===== config.mk =====
export PLATFORM = sky130hd
export DESIGN_NAME = ser2par_loader_4_flat
export DESIGN_NICKNAME = d
export VERILOG_FILES = /design/src/rtl/ser2par_loader_4_if.sv /design/src/rtl/ser2par_loader_4.sv /design/src/flat_wrapper.sv
export SDC_FILE = /design/constraint.sdc
export NUM_CORES = 1
export LEC_CHECK = 0
export BUFFER_PORTS_ARGS = -buffer_cell sky130_fd_sc_hd__buf_2
export CAP_MARGIN = 20
export CORE_AREA = 5 5 42 44
export CTS_CLUSTER_SIZE = 30
export DETAILED_ROUTE_END_ITERATION = 8
export DIE_AREA = 0 0 47 49
export SLEW_MARGIN = 20
export SYNTH_ARGS = -nofsm -noshare
export SYNTH_HDL_FRONTEND = slang
export SYNTH_SLANG_ARGS = --single-unit

===== constraint.sdc =====
create_clock -name i_clk -period 1.5 [get_ports i_clk]
set_clock_uncertainty 0.2 [all_clocks]
set_input_delay 0.225 -clock i_clk [delete_from_list [all_inputs] [get_ports i_clk]]
set_output_delay 0.225 -clock i_clk [all_outputs]
set_load 0.005 [all_outputs]

===== src/rtl/ser2par_loader_4_if.sv =====
// rtl/ser2par_loader_4_if.sv - serial bit input and 4-bit load outputs of ser2par_loader_4
interface ser2par_loader_4_if;
    logic       i_start;
    logic       i_bit;
    logic       i_bit_valid;
    logic [3:0] o_d;
    logic       o_en;
    logic       o_busy;
    logic       o_err;

    modport master (
        output i_start, i_bit, i_bit_valid,
        input  o_d, o_en, o_busy, o_err
    );

    modport slave (
        input  i_start, i_bit, i_bit_valid,
        output o_d, o_en, o_busy, o_err
    );
endinterface


===== src/rtl/ser2par_loader_4.sv =====
// rtl/ser2par_loader_4.sv - serial-to-parallel 4-bit word loader, optional even parity via SER2PAR_PARITY_EN
module ser2par_loader_4 #(
    parameter bit LSB_FIRST = 1'b1
) (
    input  logic              i_clk,
    input  logic              i_rst,
    ser2par_loader_4_if.slave bus
);

`ifdef SER2PAR_PARITY_EN
    typedef enum logic [1:0] {IDLE = 2'd0, SHIFT = 2'd1, PARITY = 2'd2, DONE = 2'd3} state_t;
`else
    typedef enum logic [1:0] {IDLE = 2'd0, SHIFT = 2'd1, DONE = 2'd3} state_t;
`endif

    state_t     state, state_d;
    logic [1:0] cnt, cnt_d;
    logic [3:0] sr, sr_d;
    logic [3:0] sr_shift;
    logic [3:0] d_q, d_d;
`ifdef SER2PAR_PARITY_EN
    logic       err_q, err_d;
`endif

    // Shift direction decides whether the first bit ends up at bit 0 or bit 3.
    assign sr_shift = LSB_FIRST ? {bus.i_bit, sr[3:1]} : {sr[2:0], bus.i_bit};

    // State, counter, shift register and output word registers.
    always_ff @(posedge i_clk) begin
        if (i_rst) begin
            state <= IDLE;
            cnt   <= 2'd0;
            sr    <= 4'h0;
            d_q   <= 4'h0;
`ifdef SER2PAR_PARITY_EN
            err_q <= 1'b0;
`endif
        end else begin
            state <= state_d;
            cnt   <= cnt_d;
            sr    <= sr_d;
            d_q   <= d_d;
`ifdef SER2PAR_PARITY_EN
            err_q <= err_d;
`endif
        end
    end

    // Next-state logic; a start pulse restarts the frame from any state and discards a same-cycle bit.
    always_comb begin
        state_d = state;
        cnt_d   = cnt;
        sr_d    = sr;
        d_d     = d_q;
`ifdef SER2PAR_PARITY_EN
        err_d   = 1'b0;
`endif
        if (bus.i_start) begin
            state_d = SHIFT;
            cnt_d   = 2'd0;
            sr_d    = 4'h0;
        end else begin
            case (state)
                SHIFT: begin
                    if (bus.i_bit_valid) begin
                        sr_d  = sr_shift;
                        cnt_d = cnt + 2'd1;
                        if (cnt == 2'd3) begin
`ifdef SER2PAR_PARITY_EN
                            state_d = PARITY;
`else
                            d_d     = sr_shift;
                            state_d = DONE;
`endif
                        end
                    end
                end
`ifdef SER2PAR_PARITY_EN
                PARITY: begin
                    if (bus.i_bit_valid) begin
                        if ((^sr) ^ bus.i_bit) begin
                            err_d   = 1'b1;
                            state_d = IDLE;
                        end else begin
                            d_d     = sr;
                            state_d = DONE;
                        end
                    end
                end
`endif
                DONE:    state_d = IDLE;
                default: state_d = IDLE;
            endcase
        end
    end

    assign bus.o_d    = d_q;
    assign bus.o_en   = (state == DONE);
`ifdef SER2PAR_PARITY_EN
    assign bus.o_busy = (state == SHIFT) || (state == PARITY);
    assign bus.o_err  = err_q;
`else
    assign bus.o_busy = (state == SHIFT);
    assign bus.o_err  = 1'b0;
`endif

endmodule


===== src/flat_wrapper.sv =====
// flat-port wrapper written by rule: the top's interface ports become plain ports
module ser2par_loader_4_flat 
#(
    parameter bit LSB_FIRST = 1'b1
)
  (i_clk, i_rst, bus_i_start, bus_i_bit, bus_i_bit_valid, bus_o_d, bus_o_en, bus_o_busy, bus_o_err);
  ser2par_loader_4_if bus_i ();
  input  logic i_clk;
  input  logic i_rst;
  input wire logic [$bits(bus_i.i_start)-1:0] bus_i_start;
  input wire logic [$bits(bus_i.i_bit)-1:0] bus_i_bit;
  input wire logic [$bits(bus_i.i_bit_valid)-1:0] bus_i_bit_valid;
  output wire logic [$bits(bus_i.o_d)-1:0] bus_o_d;
  output wire logic [$bits(bus_i.o_en)-1:0] bus_o_en;
  output wire logic [$bits(bus_i.o_busy)-1:0] bus_o_busy;
  output wire logic [$bits(bus_i.o_err)-1:0] bus_o_err;
  assign bus_i.i_start = bus_i_start;
  assign bus_i.i_bit = bus_i_bit;
  assign bus_i.i_bit_valid = bus_i_bit_valid;
  assign bus_o_d = bus_i.o_d;
  assign bus_o_en = bus_i.o_en;
  assign bus_o_busy = bus_i.o_busy;
  assign bus_o_err = bus_i.o_err;
  ser2par_loader_4 #(.LSB_FIRST(LSB_FIRST)) u_core (.i_clk(i_clk), .i_rst(i_rst), .bus(bus_i));
endmodule

Yosys cells after proc, flatten, opt, wreduce, memory -nomap -nowiden
Cells that the tools add are included.
Word-level totals
  register bits: 12
  input port bits: 5
  output and inout port bits: 7
  word-level logic and storage cells: 23
Operators by class
  $add $sub $neg: 1
  equal/unequal tests: 5
  muxes and demuxes: 4
  bitwise gates (word level): 2
  reduce and logical (&&, ||, !) cells: 6
Operators by type and width (number)
  $reduce_and 2->1: 3
  $eq 2x2->1 const B: 2
  $mux 1: 4
  $reduce_and 4->1: 1
  $ne 3x2->1 const B: 1
  $ne 3x3->1 const B: 1
  $reduce_or 3->1: 1
  $add 2x1->2 const B: 1
  $eq 2x1->1 const B: 1
  $not 1->1: 2
  $reduce_or 2->1: 1

Depth between registers and ports, before layout
Gate-level depths: netlist (run 1).
  depth after elaboration: 5
  gate-level depth with buffers: 3
  gate-level depth less buffers: 3

Worst setup path before layout (run 1)
OpenSTA, ideal clock, no wires.
  kind: register to register
  from: register u_core.state[1]
  to: register u_core.d_q[0] (netlist: u_core.bus.o_d[0])
  setup time: 0.072 ns
  arrival: 1.002 ns
  required time: 1.228 ns
  slack: 0.226 ns
  cell stages (with the launch flop): 4
  path buffers: 0
  clock period less this slack: 1.274 ns
  cells stage by stage: dfxtp_1 > nand3b_4 > nor3b_4 > mux2i_1
Between the ends
  longest elaborated chain between the ends: 2
RTL lines
  from (decl): RTL line ser2par_loader_4.sv:16  | state_t state, state_d;
  from (signal assigned): RTL line ser2par_loader_4.sv:39  | state <= state_d;
  $eq 2x1->1: RTL line ser2par_loader_4.sv:63  | case (state)
  $reduce_and 4->1 (no line)
  to (signal assigned): RTL line ser2par_loader_4.sv:34  | d_q <= 4'h0;
  to (signal assigned): RTL line ser2par_loader_4.sv:42  | d_q <= d_d;
  to (decl): RTL line ser2par_loader_4.sv:20  | logic [3:0] d_q, d_d;
No other way between the ends.
A chain may end at the register's enable or synchronous reset.

Worst setup path after layout (run 1)
  from: register u_core.state[0]
  to: output port bus_o_busy
Between the ends
  longest elaborated chain between the ends: 1
RTL lines
  $eq 2x1->1: RTL line ser2par_loader_4.sv:103  | assign bus.o_busy = (state == SHIFT);
  to (decl): RTL line flat_wrapper.sv:15  | output wire logic [$bits(bus_i.o_busy)-1:0] bus_o_busy;
No other way between the ends.

==> impl_summary.md, run 1 <==
GRT
The via count of the first global-routing pass is 303. Global routing consumed, over all layers together, 7.64% of the routing resources. The largest net degree at the start of global routing is 16.

The wire length of the first global-routing pass is 1250 um. Summed over all layers, the global routing overflow is 0. The number of antenna violations at the first check in global routing is 0.

Timing
Setup violations remaining at the end of the flow were counted as 0. The final max-slew violation count came to 0. Setup repair after global routing left no endpoint under its margin. The number of hold violations in the final report is 0.

The timing-limited maximum frequency is 0.717 GHz. The post-route clock period utilization is 93.0%. In the final timing run, aggregate negative setup slack is 0 ns. Counting I/O delays and the setup requirement, the final critical path takes 1.39 ns.

Final layout
The multi-input combinational cells in the finished layout cover a total of roughly 250 sq um. Relative to the synthesized area, the layout overhead comes to 18.5%. The library cells used most frequently in the layout, excluding fill and tap cells, are 11 x dfxtp_1, 10 x buf_2, 8 x mux2i_1, 8 x nand2b_1, 5 x nor3_1. 0 antenna diodes ended up in the layout. The post-route netlist has 28.1% of its cells at a drive strength greater than 1. Leaving out fill and tap cells, the most frequent cell in the layout is dfxtp_1. The net total in the final layout is 64. Summing all flip-flop and latch instances after layout gives around 220 sq um. After filler insertion, the fill cell instance count of the layout stands at approximately 140. Once layout is complete, the cells apart from fillers number 73.

CTS
TritonCTS built the clock tree. In this run the number of H-tree levels came out at 1. The post-CTS setup repair buffer count is 0.

CTS saw 11 sinks. The count of instances resized after the clock tree is built is 0. The number of hold buffers added after cts is 0. The tree is rooted in a clkbuf_4.

The maximum clock insertion buffer count is 2. The clock latency on the worst-skew pair is 0.27 ns. Clock-pin slew was measured on the worst setup and hold paths at 0.07 ns. The number of clock buffers added by TritonCTS is 3.

Routing
The number of nets with antenna violations after routing is 0. In the final routed layout, each cell accounts on average for approximately 10 um. After detailed routing, the number of vias per cell comes to 4.42.

The detailed router finished its first iteration with 5 violations. In the routed design, unresolved DRC markers number 0. The routed layout has 323 vias.

The routed wire length is around 750 um. The first detailed-routing pass ran for 3 iterations.

Worst hold path
The depth of the worst hold-timing path is 3. The startpoint identified for the worst hold timing path is bus_i_bit. The capture endpoint of the worst hold path is u_core.bus.o_d[3]. The worst hold path belongs to the class in -> reg.

Power
The leakage power is about 0.27 nW. The clock network accounts for 37.0% of the total power. The power density normalized to cell area is 936 nW/um^2. Combinational logic burns 7.0% of the power. The worst supply voltage drop on vdd is just over 500 uV. The net switching power is 0.117 mW. The internal power of the cells is approximately 0.42 mW.

Of the total power, the share spent switching nets is 21.9%. The part of the total power dissipated in sequential elements is 56.0%.

Yosys
Averaged over all synthesized cells, the footprint is 10.7 sq um. The Yosys step of the flow raised 0 warnings. The synthesized netlist net count is 51. The post-synthesis cell area is 480 sq um. Counting flops and latches in the post-synthesis netlist gives 11. The share of synthesized area occupied by flip-flops and latches is 45.8%. The cell count after synthesis came out at 45. The count of distinct cell types in the synthesized netlist is 14.

Setup path
The worst register-to-register path ends at u_core.bus.o_d[3]. Measured in cells, the most critical reg-to-reg path has a length of 3. The slowest stage of the critical path is the dfxtp_1 cell. The worst register-to-register path begins at u_core.cnt[0]. Across all register-to-register paths, the minimum setup slack is 0.15 ns. The worst setup path is launched from a register. STA puts the critical path data arrival time at 0.97 ns. The worst setup path is of the reg -> out kind. The endpoint type of the worst setup path is an output pin.

The signal on the critical path passes through nor2b_1, buf_2. In this run the worst path has a maximum fanout of 3. The biggest cell delay along the critical path is just under 0.4 ns. At the worst endpoint, the required time is 1.07 ns.

Floorplan
The initial utilization of the core area, before any placement, comes to 34.3%. Measured along the x axis, the die boundary spans 47 um. The chip height is 49 um. The row count is 14. The core region area is around 1400 sq um.

The die outline area is 2300 sq um. The number of top-level pins is 12.

Outcome
The flow ran to the end, and the final reports show no timing, DRC or antenna violations.

Placement
The HPWL after detailed placement is approximately 550 um. The congestion estimate from routability-driven global placement came to 0.643. The number of instances in the placed design is 69.

The number of buffers added on ports is 10.

Flow run
Across the run, the number of max-cap violations was 0.
## per-layer routing
metal	share of wire, %	track usage (%)
met1	47	9.60
met2	43	9.95
met3	6.9	3.32
met4	3.3	5.53
met5	0	0
## registers in the layout, summed over array words and instances, names as in the netlist
name	flops
u_core.state	2
u_core.cnt	2
u_core.bus.o_d	4
u_core.sr	3
## worst max path at each step
stage / cells past startpoint / from / end
after CTS: 2 / u_core.state[0] / bus_o_busy
final: 2 / u_core.state[0] / bus_o_busy
after floorplan: 3 / u_core.state[1] / u_core.bus.o_d[0]
after global placement: 3 / u_core.state[1] / u_core.bus.o_d[3]
after global routing: 2 / u_core.state[0] / bus_o_busy
after detailed placement: 3 / u_core.state[0] / u_core.bus.o_d[3]
## synth_stat cells
master    number  area [sq um]
clkbuf_1       2          7.51
nand2b_1       8          50.1
xor2_1         1          8.76
nand3b_4       1          20.0
nor2b_1        2          12.5
conb_1         1          3.75
dfxtp_1       11           220
mux2i_1        8          80.1
nor3_1         5          25.0
buf_4          1          7.51
ha_1           1          12.5
nor2_1         2          7.51
and2_1         1          6.26
nor3b_4        1          18.8
## area by class of cell
class | count | share of cell area (%)
sequential | 11 | 38.7
tap | 16 | 3.52
multi-input combinational | 31 | 43.1
timing repair buffer | 11 | 10.1
clock buffer | 4 | 4.62
## power by group through the flow
stage               clock network (mW)  registers (mW)  logic [mW]
global route                     0.219           0.299      0.0412
CTS                              0.208           0.299      0.0377
finish                           0.197           0.299      0.0371
floorplan                            0           0.305      0.0263
global placement                     0           0.305      0.0375
detailed placement                   0           0.305      0.0374
## critical path, delay by kind of cell (launching register included)
family                 cells  cell delay, ns
buffers and inverters      1            0.13
and+or+nand+nor            1            0.18
DFF                        1            0.39
## stage by stage
stage | power [mW] | setup WS [ns] | area, sq um | hold WS, ns | util, %
after floorplan | 0.331 | 0.226 | 480 | 0.180 | -
after global placement | 0.343 | 0.193 | 543 | 0.261 | 38.8
after detailed placement | 0.343 | 0.179 | 543 | 0.262 | 38.8
after CTS | 0.544 | 0.0865 | 569 | 0.0488 | 40.6
after global routing | 0.559 | 0.0577 | 569 | 0.0586 | 40.6
final | 0.533 | 0.105 | 569 | 0.0547 | 40.6
## kinds of logic after synthesis
logic type    count (synthesis)  share of synthesized area, %
simple gates                 20                          29.2
flops                        11                          45.8
mux                           8                          16.7
buf+inv                       3                          3.13
xor+xnor                      1                          1.82
fa+ha+maj                     1                          2.60
other cells                   1                         0.781
No activity file was read; power rests on OpenSTA's default activity.
==> run 2: changes to the inputs <==
Settings changed: CELL_PAD_IN_SITES_DETAIL_PLACEMENT from default to 1, CELL_PAD_IN_SITES_GLOBAL_PLACEMENT from default to 1, CORE_AREA 5 5 42 44 to default, CORE_MARGIN from default to 5, CORE_UTILIZATION from default to 36, DIE_AREA 0 0 47 49 to default, PLACE_DENSITY_LB_ADDON from default to 0.1.
==> run 2 against run 1 <==
Effect of this change: critical endpoint is now u_core.bus.o_d[1]; die area shrank 6.0%; first-iteration DRC count decreased by 100%; count of clock-buffer cells in the layout is the same; critical path type is now reg -> reg; non-clock buffer count decreased by 1; clock power grew 4%; sequential share of layout area grew 0.60 points; combinational power is 5% lower.
==> impl_summary.md, run 2 (synthesized netlist as in run 1, its figures left out) <==
Timing
The number of hold violations in the final report is 0. The minimum clock period is around 1.4 ns. The final max-slew violation count is 0. Setup violations remaining at the end of the flow were counted as 0. Adding up every negative setup slack in the final design gives 0 ns. The timing-limited maximum frequency is about 0.7 GHz.

Dividing the final minimum period by the clock period gives 93.0%. Setup repair after global routing left no endpoint under its margin.

Setup path
Counting both buffers and inverters, the worst setup path holds a total of 0. The slowest stage of the critical path is the dfxtp_1 cell. Setup slack on the worst reg-to-reg path comes out at 0.10 ns. The path type of the worst setup path is reg -> reg. The endpoint identified for the worst register-to-register timing path is u_core.bus.o_d[1]. The signal on the critical path passes through nand3b_4, nor3b_4, mux2i_1. The kind of cell with the highest combined delay along the critical path is simple AND/OR/NAND/NOR gates. The startpoint type of the worst setup path is a register.

The required time of the worst setup path is 1.50 ns. The biggest cell delay along the critical path is a little under 0.4 ns. STA puts the critical path data arrival time at 1.39 ns.

In this run the critical register-to-register path is launched from u_core.state[0]. Measured in cells, the most critical reg-to-reg path has a length of 3. In this run the worst path has a maximum fanout of 6. The endpoint type of the worst setup path is a register.

CTS
In this run the number of H-tree levels came out at 1. The tree built by TritonCTS fans out to 11 sinks. The post-CTS setup repair buffer count is 0. The clock latency on the worst-skew pair is 0.27 ns. TritonCTS built the clock tree. The number of CTS-inserted buffers is 3. Once the clock tree was built, the resizer swapped 0 gates to a different size. The clock transition at the registers of the reported paths is 0.07 ns. The number of hold buffers added after cts is 0. The maximum clock insertion buffer count is 2. The cell at the root of the clock tree is clkbuf_4.

GRT
The largest net degree at the start of global routing is 16. The via count of the first global-routing pass was 369. The remaining global-route overflow is 0. In the global route stage, overall resource usage came out at 11.3%. The number of antenna violations at the first check in global routing is 0.

The first global-routing pass estimated 1590 um of wire.

Routing
The number of nets with antenna violations after routing is 0. The number of design rule violations left after detail routing is 0. The routed wire length is 914 um. After detailed routing, the number of vias per cell comes to 4.63.

The via count is 329. The initial detailed-routing violation count is 0. For this run, the detailed router's first-pass iteration total came to 1. In the final routed layout, each cell accounts on average for 12.9 um.

Final layout
The library cell used most frequently in the layout, excluding fill and tap cells, is dfxtp_1. The area overhead of the layout relative to synthesis is 16.7%. Excluding fillers, the count of instances in the completed layout stands at roughly 70.

The share of final-layout standard cells stronger than drive strength 1 is 26.8%. Leaving out fill and tap cells, the most frequent cells in the layout are 11 x dfxtp_1, 10 x buf_2, 8 x mux2i_1, 8 x nand2b_1, 5 x nor3_1. The area of all placed cells without fillers is 561 sq um.

The number of antenna diodes is 0. The net total in the final layout is 63. The fraction of the core area covered by cells at the end of the flow is 43.6%. The flip-flop count of the largest register after layout is 4.

Floorplan
12 I/O pins were placed. For this configuration, the core starts out at a cell density of roughly 37%. After floorplanning, the core was divided into 13 placement rows. After floorplanning, the core was sized to cover 1280 sq um. The die outline area is 2170 sq um.

Measured along the y axis, the die boundary spans 46.5 um. The floorplan step set the die width to 46.5 um.

Power
The total power is between 0.5 and 0.6 mW. In this run the static leakage power is approximately 0.26 nW. Dividing total power by cell area gives a power density of 961 nW/um^2. IR analysis of the VDD net gives a maximum drop of 356 uV.

Flow run
The tool flagged a number of max-cap violations equal to 0.

Placement
The post-placement cell area is 534 sq um. The number of instances in the placed design is 67. The HPWL after detailed placement is 709 um. The count of buffers added on input and output ports is 10. The final RePlAce weighted congestion is 0.736.

Outcome
The flow ran to the end, and the final reports show no timing, DRC or antenna violations.

Worst hold path
The worst hold path terminates at u_core.bus.o_d[3]. The worst hold path was traced through 3 stages. The path class of the tightest hold or removal check is in -> reg. In this run the most critical hold path is launched from bus_i_bit.
-- run 2: cell types whose count changed in the layout (fill, tap and decap cells not counted), sizes merged --
cell  previous run  this run
buf             11        10
-- run 2: final cells by class --
type	instances	area, sq um
multi-input combinational	31	245
tap	15	18.8
clock buffer	4	26.3
timing repair buffer	10	50.0
sequential	11	220
fill	149	724
-- run 2: how the worst max path moves through the flow --
stage,depth (start not counted),end,slack [ns],start
2_1_floorplan,3,u_core.bus.o_d[0],0.23,u_core.state[1]
3_3_place_gp,3,u_core.bus.o_d[2],0.14,u_core.state[1]
3_5_place_dp,3,u_core.bus.o_d[1],0.11,u_core.state[0]
4_1_cts,2,bus_o_busy,0.09,u_core.state[0]
5_1_grt,3,u_core.bus.o_d[2],0.008,u_core.state[0]
6_report,3,u_core.bus.o_d[1],0.10,u_core.state[0]
-- run 2: stage by stage --
stage | setup slack, ns | hold WS, ns
final | 0.105 | 0.0270
after global placement | 0.137 | 0.259
after CTS | 0.0856 | 0.0221
after global routing | 0.00830 | 0.0495
after floorplan | 0.226 | 0.180
after detailed placement | 0.110 | 0.264
-- run 2: tightest hold or removal path: cells and delay by family --
kind / cells / cell delay (ns)
and+or+nand+nor: 1 / 0.06
muxes: 1 / 0.06
buffers and inverters: 1 / 0.11
-- run 2: routing by layer --
layer	vias to the layer above	wire [um]	GRT usage, %
li1	170	-	-
met1	148	417	13.7
met2	9	419	15.7
met3	2	61	3.52
met4	0	15	10.2
met5	-	0	0
-- run 2: power by group --
group	internal, mW	leakage [nW]	switching [mW]
registers	0.295	0.0890	0.00324
clock network	0.103	0.0150	0.102
logic	0.0160	0.159	0.0193
